===== config.mk =====
export PLATFORM = sky130hd
export DESIGN_NAME = aoc_day1_parser_flat
export DESIGN_NICKNAME = d
export VERILOG_FILES = /design/src/rtl/aoc_day1_parser_pkg.sv /design/src/rtl/aoc_day1_parser_if.sv /design/src/rtl/aoc_dec_acc.sv /design/src/rtl/aoc_day1_parser.sv /design/src/flat_wrapper.sv
export SDC_FILE = /design/constraint.sdc
export NUM_CORES = 1
export LEC_CHECK = 0
export ABC_CLOCK_PERIOD_IN_PS = 5200
export CORE_MARGIN = 10
export CORE_UTILIZATION = 60
export CTS_BUF_LIST = sky130_fd_sc_hd__clkbuf_4
export DETAILED_ROUTE_END_ITERATION = 10
export DONT_BUFFER_PORTS = 1
export PLACE_DENSITY = 0.76
export SYNTH_ARGS = -nofsm -noshare
export SYNTH_HDL_FRONTEND = slang
export SYNTH_SLANG_ARGS = --single-unit

===== constraint.sdc =====
create_clock -name clk -period 5.2 [get_ports clk]
set_input_delay 1.3 -clock clk [delete_from_list [all_inputs] [get_ports clk]]
set_output_delay 1.3 -clock clk [all_outputs]
set_load 0.02 [all_outputs]

===== src/rtl/aoc_day1_parser_pkg.sv =====
// Shared constants, state encoding and byte-class helpers for the day-1 rotation parser.
package aoc_day1_parser_pkg;

    localparam int unsigned DATA_W_DEF = 32;
    localparam int unsigned CNT_W_DEF  = 16;

    localparam logic [7:0] CH_L  = 8'h4C;
    localparam logic [7:0] CH_R  = 8'h52;
    localparam logic [7:0] CH_LF = 8'h0A;
    localparam logic [7:0] CH_CR = 8'h0D;
    localparam logic [7:0] CH_SP = 8'h20;
    localparam logic [7:0] CH_0  = 8'h30;
    localparam logic [7:0] CH_9  = 8'h39;

    typedef enum logic [2:0] {
        S_DIR   = 3'd0,
        S_FIRST = 3'd1,
        S_NUM   = 3'd2,
        S_EMIT  = 3'd3,
        S_SKIP  = 3'd4,
        S_DONE  = 3'd5
    } state_e;

    function automatic logic is_digit(input logic [7:0] c);
        return (c >= CH_0) && (c <= CH_9);
    endfunction

    function automatic logic is_term(input logic [7:0] c);
        return (c == CH_LF) || (c == CH_CR);
    endfunction

endpackage


===== src/rtl/aoc_day1_parser_if.sv =====
// Byte-stream input and decoded-record output handshakes of the parser.
interface aoc_day1_parser_if #(
    parameter int unsigned DATA_W = 32
) ();
    logic [7:0]        in_byte;
    logic              in_valid;
    logic              in_last;
    logic              in_ready;
    logic              out_valid;
    logic              out_ready;
    logic              dir_r;
    logic [DATA_W-1:0] out_data;

    modport master (
        output in_byte, in_valid, in_last, out_ready,
        input  in_ready, out_valid, dir_r, out_data
    );

    modport slave (
        input  in_byte, in_valid, in_last, out_ready,
        output in_ready, out_valid, dir_r, out_data
    );
endinterface


===== src/rtl/aoc_dec_acc.sv =====
// Decimal accumulator: clear / load first digit / acc*10+d with saturation on overflow.
module aoc_dec_acc #(
    parameter int unsigned DATA_W = 32
) (
    input  logic              clk,
    input  logic              rst,
    input  logic              clear_i,
    input  logic              load_i,
    input  logic              step_i,
    input  logic [3:0]        digit_i,
    output logic [DATA_W-1:0] acc_o,
    output logic [DATA_W-1:0] next_c,
    output logic              ovf_c
);
    // Four extra bits hold (2^DATA_W-1)*10+9 without wrapping.
    localparam int unsigned EXT_W = DATA_W + 4;

    logic [DATA_W-1:0] acc_q;
    logic [EXT_W-1:0]  prod_ext;
    logic              prod_ovf;

    assign prod_ext = EXT_W'(acc_q) * EXT_W'(10) + EXT_W'(digit_i);
    assign prod_ovf = |prod_ext[EXT_W-1:DATA_W];
    assign ovf_c    = step_i & prod_ovf;

    always_comb begin
        next_c = acc_q;
        if (clear_i) begin
            next_c = '0;
        end else if (load_i) begin
            next_c = DATA_W'(digit_i);
        end else if (step_i) begin
            next_c = prod_ovf ? '1 : prod_ext[DATA_W-1:0];
        end
    end

    always_ff @(posedge clk) begin
        if (rst) begin
            acc_q <= '0;
        end else begin
            acc_q <= next_c;
        end
    end

    assign acc_o = acc_q;
endmodule


===== src/rtl/aoc_day1_parser.sv =====
// Parses "L68\nR30\n..." ASCII into (direction, distance) records over ready/valid.
module aoc_day1_parser
    import aoc_day1_parser_pkg::*;
#(
    parameter int unsigned DATA_W = DATA_W_DEF,
    parameter int unsigned CNT_W  = CNT_W_DEF
) (
    input  logic             clk,
    input  logic             rst,
    aoc_day1_parser_if.slave bus,
    output logic [CNT_W-1:0] rec_count,
    output logic             err,
    output logic             done
);
    state_e            state_q, state_d;
    logic              in_ready_q;
    logic              out_valid_q;
    logic              dir_r_q;
    logic [DATA_W-1:0] out_data_q;
    logic [CNT_W-1:0]  rec_count_q;
    logic              err_q;
    logic              done_q;
    logic              dir_pend_q;
    logic              last_pend_q;

    logic              accept;
    logic              handoff;
    logic              b_digit, b_term, b_lr, b_ws;
    logic              acc_clear, acc_load, acc_step;
    logic              err_set, emit, emit_last, dir_latch;
    logic [DATA_W-1:0] acc_val;
    logic [DATA_W-1:0] acc_next;
    logic              acc_ovf;

    assign accept  = bus.in_valid & in_ready_q;
    assign handoff = out_valid_q & bus.out_ready;
    assign b_digit = is_digit(bus.in_byte);
    assign b_term  = is_term(bus.in_byte);
    assign b_lr    = (bus.in_byte == CH_L) || (bus.in_byte == CH_R);
    assign b_ws    = b_term || (bus.in_byte == CH_SP);

    aoc_dec_acc #(.DATA_W(DATA_W)) u_acc (
        .clk     (clk),
        .rst     (rst),
        .clear_i (acc_clear),
        .load_i  (acc_load),
        .step_i  (acc_step),
        .digit_i (bus.in_byte[3:0]),
        .acc_o   (acc_val),
        .next_c  (acc_next),
        .ovf_c   (acc_ovf)
    );

    // Line parser: next state plus one-cycle control strobes for the accumulator and flags.
    always_comb begin
        state_d   = state_q;
        acc_clear = 1'b0;
        acc_load  = 1'b0;
        acc_step  = 1'b0;
        err_set   = 1'b0;
        emit      = 1'b0;
        emit_last = 1'b0;
        dir_latch = 1'b0;
        unique case (state_q)
            S_DIR: if (accept) begin
                if (b_lr) begin
                    acc_clear = 1'b1;
                    dir_latch = 1'b1;
                    err_set   = bus.in_last;
                    state_d   = bus.in_last ? S_DONE : S_FIRST;
                end else if (b_ws) begin
                    state_d = bus.in_last ? S_DONE : S_DIR;
                end else begin
                    err_set = 1'b1;
                    state_d = bus.in_last ? S_DONE : S_SKIP;
                end
            end
            S_FIRST: if (accept) begin
                if (b_digit) begin
                    acc_load  = 1'b1;
                    emit      = bus.in_last;
                    emit_last = bus.in_last;
                    state_d   = bus.in_last ? S_EMIT : S_NUM;
                end else begin
                    err_set = 1'b1;
                    if (bus.in_last)                 state_d = S_DONE;
                    else if (bus.in_byte == CH_LF)   state_d = S_DIR;
                    else                             state_d = S_SKIP;
                end
            end
            S_NUM: if (accept) begin
                if (b_digit) begin
                    acc_step  = 1'b1;
                    emit      = bus.in_last;
                    emit_last = bus.in_last;
                    state_d   = bus.in_last ? S_EMIT : S_NUM;
                end else if (b_term) begin
                    emit      = 1'b1;
                    emit_last = bus.in_last;
                    state_d   = S_EMIT;
                end else begin
                    err_set = 1'b1;
                    state_d = bus.in_last ? S_DONE : S_SKIP;
                end
            end
            S_EMIT: if (handoff) begin
                state_d = last_pend_q ? S_DONE : S_DIR;
            end
            S_SKIP: if (accept) begin
                if (bus.in_last)               state_d = S_DONE;
                else if (bus.in_byte == CH_LF) state_d = S_DIR;
            end
            S_DONE: state_d = S_DONE;
            default: state_d = S_DIR;
        endcase
        err_set = err_set | acc_ovf;
    end

    always_ff @(posedge clk) begin
        if (rst) begin
            state_q     <= S_DIR;
            in_ready_q  <= 1'b0;
            out_valid_q <= 1'b0;
            dir_r_q     <= 1'b0;
            out_data_q  <= '0;
            rec_count_q <= '0;
            err_q       <= 1'b0;
            done_q      <= 1'b0;
            dir_pend_q  <= 1'b0;
            last_pend_q <= 1'b0;
        end else begin
            state_q    <= state_d;
            in_ready_q <= (state_d != S_EMIT);
            err_q      <= err_q | err_set;
            done_q     <= done_q | (state_d == S_DONE);
            if (dir_latch) begin
                dir_pend_q <= (bus.in_byte == CH_R);
            end
            // Record registers only move on emit, so they hold the last record while idle.
            if (emit) begin
                out_valid_q <= 1'b1;
                out_data_q  <= acc_next;
                dir_r_q     <= dir_pend_q;
                last_pend_q <= emit_last;
            end else if (handoff) begin
                out_valid_q <= 1'b0;
                rec_count_q <= rec_count_q + CNT_W'(1);
            end
        end
    end

    assign bus.in_ready  = in_ready_q;
    assign bus.out_valid = out_valid_q;
    assign bus.dir_r     = dir_r_q;
    assign bus.out_data  = out_data_q;
    assign rec_count     = rec_count_q;
    assign err           = err_q;
    assign done          = done_q;

    // Debug view of the accumulator; keeps the register observable in simulation.
    logic [DATA_W-1:0] acc_dbg;
    assign acc_dbg = acc_val;
endmodule

===== src/flat_wrapper.sv =====
// flat-port wrapper written by rule: the top's interface ports become plain ports
module aoc_day1_parser_flat import aoc_day1_parser_pkg::*;
#(
    parameter int unsigned DATA_W = DATA_W_DEF,
    parameter int unsigned CNT_W  = CNT_W_DEF
)
  (clk, rst, rec_count, err, done, bus_in_byte, bus_in_valid, bus_in_last, bus_out_ready, bus_in_ready, bus_out_valid, bus_dir_r, bus_out_data);
  aoc_day1_parser_if #(.DATA_W(DATA_W)) bus_i ();
  input  logic clk;
  input  logic rst;
  output logic [CNT_W-1:0] rec_count;
  output logic err;
  output logic done;
  input wire logic [$bits(bus_i.in_byte)-1:0] bus_in_byte;
  input wire logic [$bits(bus_i.in_valid)-1:0] bus_in_valid;
  input wire logic [$bits(bus_i.in_last)-1:0] bus_in_last;
  input wire logic [$bits(bus_i.out_ready)-1:0] bus_out_ready;
  output wire logic [$bits(bus_i.in_ready)-1:0] bus_in_ready;
  output wire logic [$bits(bus_i.out_valid)-1:0] bus_out_valid;
  output wire logic [$bits(bus_i.dir_r)-1:0] bus_dir_r;
  output wire logic [$bits(bus_i.out_data)-1:0] bus_out_data;
  assign bus_i.in_byte = bus_in_byte;
  assign bus_i.in_valid = bus_in_valid;
  assign bus_i.in_last = bus_in_last;
  assign bus_i.out_ready = bus_out_ready;
  assign bus_in_ready = bus_i.in_ready;
  assign bus_out_valid = bus_i.out_valid;
  assign bus_dir_r = bus_i.dir_r;
  assign bus_out_data = bus_i.out_data;
  aoc_day1_parser #(.DATA_W(DATA_W), .CNT_W(CNT_W)) u_core (.clk(clk), .rst(rst), .bus(bus_i), .rec_count(rec_count), .err(err), .done(done));
endmodule

### After elaboration in Yosys (flattened, before gate mapping)

Cells that the tools add are included.
W data, S select, Z words.

| operators by class | value |
|---|---|
| add/sub/neg operators | 2 |
| multiply operators | 1 |
| $lt $le $gt $ge | 2 |
| equality and inequality tests | 12 |
| mux-type cells | 52 |
| bitwise gates (word level) | 7 |
| reduce and logical (&&, ||, !) cells | 8 |

Operator list:

| kind | count |
|---|---|
| $mux W32 | 4 |
| $mux W3 | 17 |
| $add A36 B4 Y36 | 1 |
| $mul A32 B3 Y35 const B | 1 |
| $mux W1 | 27 |
| $pmux W3 S6 | 1 |
| $add A16 B1 Y16 const B | 1 |
| $eq A8 B4 Y1 const B | 2 |
| $eq A8 B7 Y1 const B | 2 |
| $eq A3 B3 Y1 const B | 3 |
| $eq A8 B6 Y1 const B | 1 |
| $ge A8 B6 Y1 const B | 1 |
| $le A8 B6 Y1 const B | 1 |
| $eq A3 B2 Y1 const B | 2 |
| $pmux W1 S2 | 2 |
| $reduce_or A4 Y1 | 1 |
| $and A1 B1 Y1 | 3 |
| $eq A3 B1 Y1 const B | 1 |
| $logic_not A3 Y1 | 1 |
| $logic_or A1 B1 Y1 | 3 |
| $ne A3 B2 Y1 const B | 1 |
| $or A1 B1 Y1 | 3 |
| $pmux W1 S3 | 1 |
| $reduce_and A2 Y1 | 1 |
| other kinds (3) | 3 |

| storage, ports and cells | value |
|---|---|
| register bits | 90 |
| input port bits | 13 |
| output and inout bits | 53 |

### Depth between registers and ports, before layout

| depth | value |
|---|---|
| depth in word-level cells | 9 |
| depth in mapped cells | 20 |
| gate-level depth less buffers | 16 |

### Cells and area by module

From an unflattened synthesis, not the netlist that was laid out.

| unflattened totals | value |
|---|---|
| cell total of the unflattened synthesis | 927 |
| area total of the unflattened synthesis | 7226.9 µm² |

By module, submodules not included:

| module | instances | cells each | area each (µm²) |
|---|---|---|---|
| aoc_dec_acc | 1 | 599 | 4625.7 |
| aoc_day1_parser | 1 | 328 | 2601.2 |

### Least setup slack after synthesis

No wires, ideal clock.

| path | value |
|---|---|
| path type | input to register |
| from | input port bus_in_byte[1] |
| to | register u_core.out_data_q[10], in the netlist u_core.bus.out_data[10] |
| setup time | 0.114 ns |
| data arrival time | 4.494 ns |
| data required time | 5.086 ns |
| path slack | 0.592 ns |
| cell stages on the path | 19 |
| path buffers | 4 |
| path through | ha_1 -> inv_1 -> fa_1 -> nor2b_1 -> o21ai_0 -> nor3_1 -> and3_1 -> clkbuf_1 -> and4_1 -> and2_1 -> and3_1 -> buf_2 -> nand4_4 -> a2111oi_4 -> o211ai_2 -> buf_6 -> buf_6 -> o221a_4 -> a21o_1 |

| between the ends | value |
|---|---|
| word-level cells in the longest chain between the ends | 8 |
| elaborated cells on any way between the ends | 28 |
| classes of those cells | add/sub (1); order compare (2); eq/ne (4); mux (17); reduce/logical (4) |

Ends and longest elaborated chain:

| what | line | RTL |
|---|---|---|
| start: declaration | flat_wrapper.sv:14 | `input wire logic [$bits(bus_i.in_byte)-1:0] bus_in_byte;` |
| branches (longest 8 deep; another with $add A36 B4 Y36) | - |  |
| end signal: assignment | aoc_day1_parser.sv:142 | `out_data_q <= acc_next;` |
| end: declaration | aoc_day1_parser.sv:19 | `logic [DATA_W-1:0] out_data_q;` |

Several ways; the timed one is not identified.
A chain may end at the register's enable or synchronous reset.

### Worst setup path after layout

| path | value |
|---|---|
| from | register u_core.u_acc.acc_q[7], in the netlist u_core.u_acc.acc_o[7] |
| to | register u_core.out_data_q[3], in the netlist u_core.bus.out_data[3] |

| between the ends | value |
|---|---|
| word-level cells in the longest chain between the ends | 7 |

Ends and longest elaborated chain:

| what | line | RTL |
|---|---|---|
| start: declaration | aoc_dec_acc.sv:18 | `logic [DATA_W-1:0] acc_q;` |
| start signal: assignment | aoc_dec_acc.sv:41 | `acc_q <= next_c;` |
| $mul A32 B3 Y35 | aoc_dec_acc.sv:22 | `assign prod_ext = EXT_W'(acc_q) * EXT_W'(10) + EXT_W'(digit_i);` |
| $add A36 B4 Y36 | aoc_dec_acc.sv:22 |  |
| $reduce_or A4 Y1 | aoc_dec_acc.sv:23 | `assign prod_ovf = \|prod_ext[EXT_W-1:DATA_W];` |
| $mux W32 | aoc_dec_acc.sv:33 | `next_c = prod_ovf ? '1 : prod_ext[DATA_W-1:0];` |
| $mux W32 | aoc_dec_acc.sv:32 | `end else if (step_i) begin` |
| $mux W32 | aoc_dec_acc.sv:30 | `end else if (load_i) begin` |
| $mux W32 | aoc_dec_acc.sv:28 | `if (clear_i) begin` |

Every way passes these cells.

==> flow_summary_export.csv <==
group,metric,value,unit
grt,grt_pass1_wl,29800,um
cells_and_area,fillers,1000,
placed_design,dp_hpwl,14300,um
clocking,cts_buffers,9,
clocking,h-tree-depth,3,
grt,gr-total-overflow,0,
floorplanning,io_pins,66,
placed_design,gp_congestion,0.906,
cells_and_area,drive_above_1_share,10.9,%
route,post-route-drc-count,0,
synth,ys_types,90,
synth,synth_area_leaders,"dfxtp_1, ha_1, a21o_1",
critical_path,end_kind,"flop",
route,drt_wl_total,18400,um
worst_hold_path,worstHoldStart,"u_core.dir_pend_q$_SDFFE_PP0P_",
floorplanning,fp.dieH,129,um
synth,yosysSeqAreaShare,25.3,%
sta,skew,10.3,ps
critical_path,rr_worst_depth,14,
cells_and_area,post-route-util,63.4,%
synth,post-synth-top-area-cell,"dfxtp_1",
critical_path,startpoint_type,"flop",
critical_path,rrSetupSlack,340,ps
cells_and_area,syn2layout_area_growth,2.57,%
clocking,cts_tree,"done",
worst_hold_path,hold_class,"flop to flop",
synth,synth.most_common_cell,"dfxtp_1",
critical_path,r2r-start,"u_core.u_acc.acc_o[7]$_SDFF_PP0_",
floorplanning,fp.dieW,129,um
cells_and_area,layout.nets,878,
sta,fin_crit_sh,93.4,%
sta,setup_viol,0,
critical_path,crit_arrival,5190,ps
route,drt_iter0_markers,476,
clocking,clockBufferDepth,2,
sta,slew_headroom,47.3,%
synth,syn_inst,827,
floorplanning,core-area,11500,sq um
critical_path,crit_fanout,8,
synth,synthFlopType,"dfxtp_1",
placed_design,port_buffers,0,
route,ant_nets,0,
sta,max_freq,206,MHz
synth,syn-num-nets,906,
synth,synth_seq_cells,90,
grt,grt_pass1_vias,5757,
route,dr.pass1.iters,7,
grt,grt_usage,21.8,%
sta,final.min_clock_period,4860,ps
cells_and_area,antenna_cells,0,
clocking,root_buffer,"clkbuf_4",
route,routed_via_density,6.58,
synth,synth_edf_count,0,
clocking,cts.clk_slew.worst_paths,140,ps
synth,synthTopCellsByCount,"dfxtp_1, nor2_1, nand2_1, ha_1",
status,outcome,"completed",
grt,grt_max_degree,62,
sta,tns,0,ps
route,vias,6230,
sta,slew_viol_final,0,
clocking,cts_num_sinks,90,
flow_run,maxCapViolations,0,
critical_path,r2r_end,"u_core.bus.out_data[3]$_SDFFE_PP0P_",
power,vdd_drop_max,182,uV
floorplanning,initial_utilization,61.8,%
worst_hold_path,hold_depth,2,
floorplanning,die_area,16600,sq um
power,p_per_area,153,nW/um^2
clocking,clk-insertion-delay-late,440,ps
critical_path,required,5530,ps
critical_path,crit_type,"flop to flop",
cells_and_area,final_cells,947,
synth,syn_area_per_cell,8.61,sq um
floorplanning,num_rows,39,
synth,synthArstFlopShare,0,%
worst_hold_path,min_to,"u_core.dir_pend_q$_SDFFE_PP0P_",
grt,antenna_found_initial,0,
sta,worst_slew_pin_slew,790,ps
synth,ys_warn_count,0,
route,routedWlPerCell,19.5,um
synth,synth_area,7120,sq um
clocking,cts_setup_buffers,0,
sta,rsz0062_at_grt,"no",
power,p_leak,3.22,nW
placed_design,placed_cells,931,
synth,synth_top_area_share,25.3,%
sta,finalHoldViolations,0,
## per-stage QoR
| step | setup slack (ps) | hold slack, ps | area [sq um] | total power [mW] |
|---|---|---|---|---|
| 2_1_floorplan | 592 | 432 | 7120 | 0.743 |
| 6_report | 341 | 472 | 7300 | 1.12 |
| 3_5_place_dp | 264 | 450 | 7160 | 0.744 |
| 3_3_place_gp | 339 | 445 | 7160 | 0.743 |
| 4_1_cts | 260 | 468 | 7300 | 1.12 |
| 5_1_grt | 32.3 | 484 | 7300 | 1.16 |
## worst max-delay path, stage by stage (launching register included)
cell,delay [ps]
dfxtp_1,420
ha_1,270
ha_1,470
a21o_4,310
a31oi_4,240
a21oi_1,200
or3_1,530
or3_1,380
a21oi_2,230
xor2_1,110
nor4_1,350
mux2i_1,400
o21ai_1,240
a2111oi_1,480
o31ai_1,130
## worst max path at each step
stage,start,endpoint,depth (start not counted)
6_report,u_core.u_acc.acc_o[7]$_SDFF_PP0_,u_core.bus.out_data[3]$_SDFFE_PP0P_,14
5_1_grt,u_core.u_acc.acc_o[3]$_SDFF_PP0_,u_core.bus.out_data[3]$_SDFFE_PP0P_,17
4_1_cts,u_core.u_acc.acc_o[7]$_SDFF_PP0_,u_core.bus.out_data[3]$_SDFFE_PP0P_,14
3_5_place_dp,bus_in_byte[1],u_core.bus.out_data[3]$_SDFFE_PP0P_,15
3_3_place_gp,bus_in_byte[1],u_core.bus.out_data[3]$_SDFFE_PP0P_,15
2_1_floorplan,bus_in_byte[1],u_core.bus.out_data[10]$_SDFFE_PP0P_,19
## layer usage
layer / up-vias / wire length [um] / global-route usage [%]
met5: - / 0 / 0
met4: 0 / 442 / 6.89
met3: 40 / 1050 / 4.97
met1: 2956 / 7900 / 27.0
li1: 3063 / - / -
met2: 171 / 9030 / 36.8
## cell usage in the layout (no fill, tap or decap), types with 7 or more instances in the layout
master    Yosys  routed
dfxtp_1      90      90
o221a_4      10      10
clkbuf_4      0      10
a21oi_1      39      39
nor2b_1       8       8
a211oi_1      7       7
o21ai_0      31      31
xnor2_1      30      30
ha_1         64      64
o31ai_1       8       8
nor2_1       69      68
a21o_1       39      39
nand4_1      16      16
and2_1       11      12
nor3_1       25      25
nand3_1      20      20
inv_1        14      14
and3_1       13      13
xor2_1       28      28
nor3b_1      30      30
o221a_2      17      17
or3_1         9       9
nand2_1      68      68
buf_4         1       8
## kinds of logic (layout without fill, tap and decap cells)
kind of cell / Yosys count / after routing / synth area share [%]
compound gates: 234 / 234 / 27.4
xor+xnor: 58 / 58 / 7.13
fa+ha+maj: 66 / 66 / 11.8
mux: 6 / 6 / 0.861
simple gates: 311 / 311 / 23.6
flops: 90 / 90 / 25.3
buf+inv: 62 / 39 / 3.83
## layout make-up
| type | count | area, sq um | share of cell area, % |
|---|---|---|---|
| repair buffers | 9 | 80.1 | 1.10 |
| multi-input cells | 675 | 5050 | 69.2 |
| clock buffers | 10 | 75.1 | 1.03 |
| clock inverters | 6 | 63.8 | 0.874 |
| well taps | 143 | 179 | 2.45 |
| flip-flops and latches | 90 | 1800 | 24.7 |
| inverters | 14 | 52.6 | 0.719 |
## state kept, by name, summed over array words and instances, names as in the netlist
signal	count
u_core.err	1
u_core.bus.dir_r	1
u_core.state_q	3
u_core.dir_pend_q	1
u_core.done	1
u_core.u_acc.acc_o	32
u_core.bus.out_valid	1
u_core.rec_count	16
u_core.bus.in_ready	1
u_core.last_pend_q	1
u_core.bus.out_data	32
## power by group
| part | internal, mW | leakage (nW) | switching [mW] |
|---|---|---|---|
| clock network | 0.153 | 0.0748 | 0.235 |
| registers | 0.693 | 0.725 | 0.00668 |
| logic | 0.0128 | 2.42 | 0.0172 |
| total | 0.859 | 3.22 | 0.259 |
## repair_timing
item	CTS	global route
hold buffers	0	0
setup endpoints to repair	0	2
resized for setup	0	1
No activity file was read; power rests on OpenSTA's default activity.
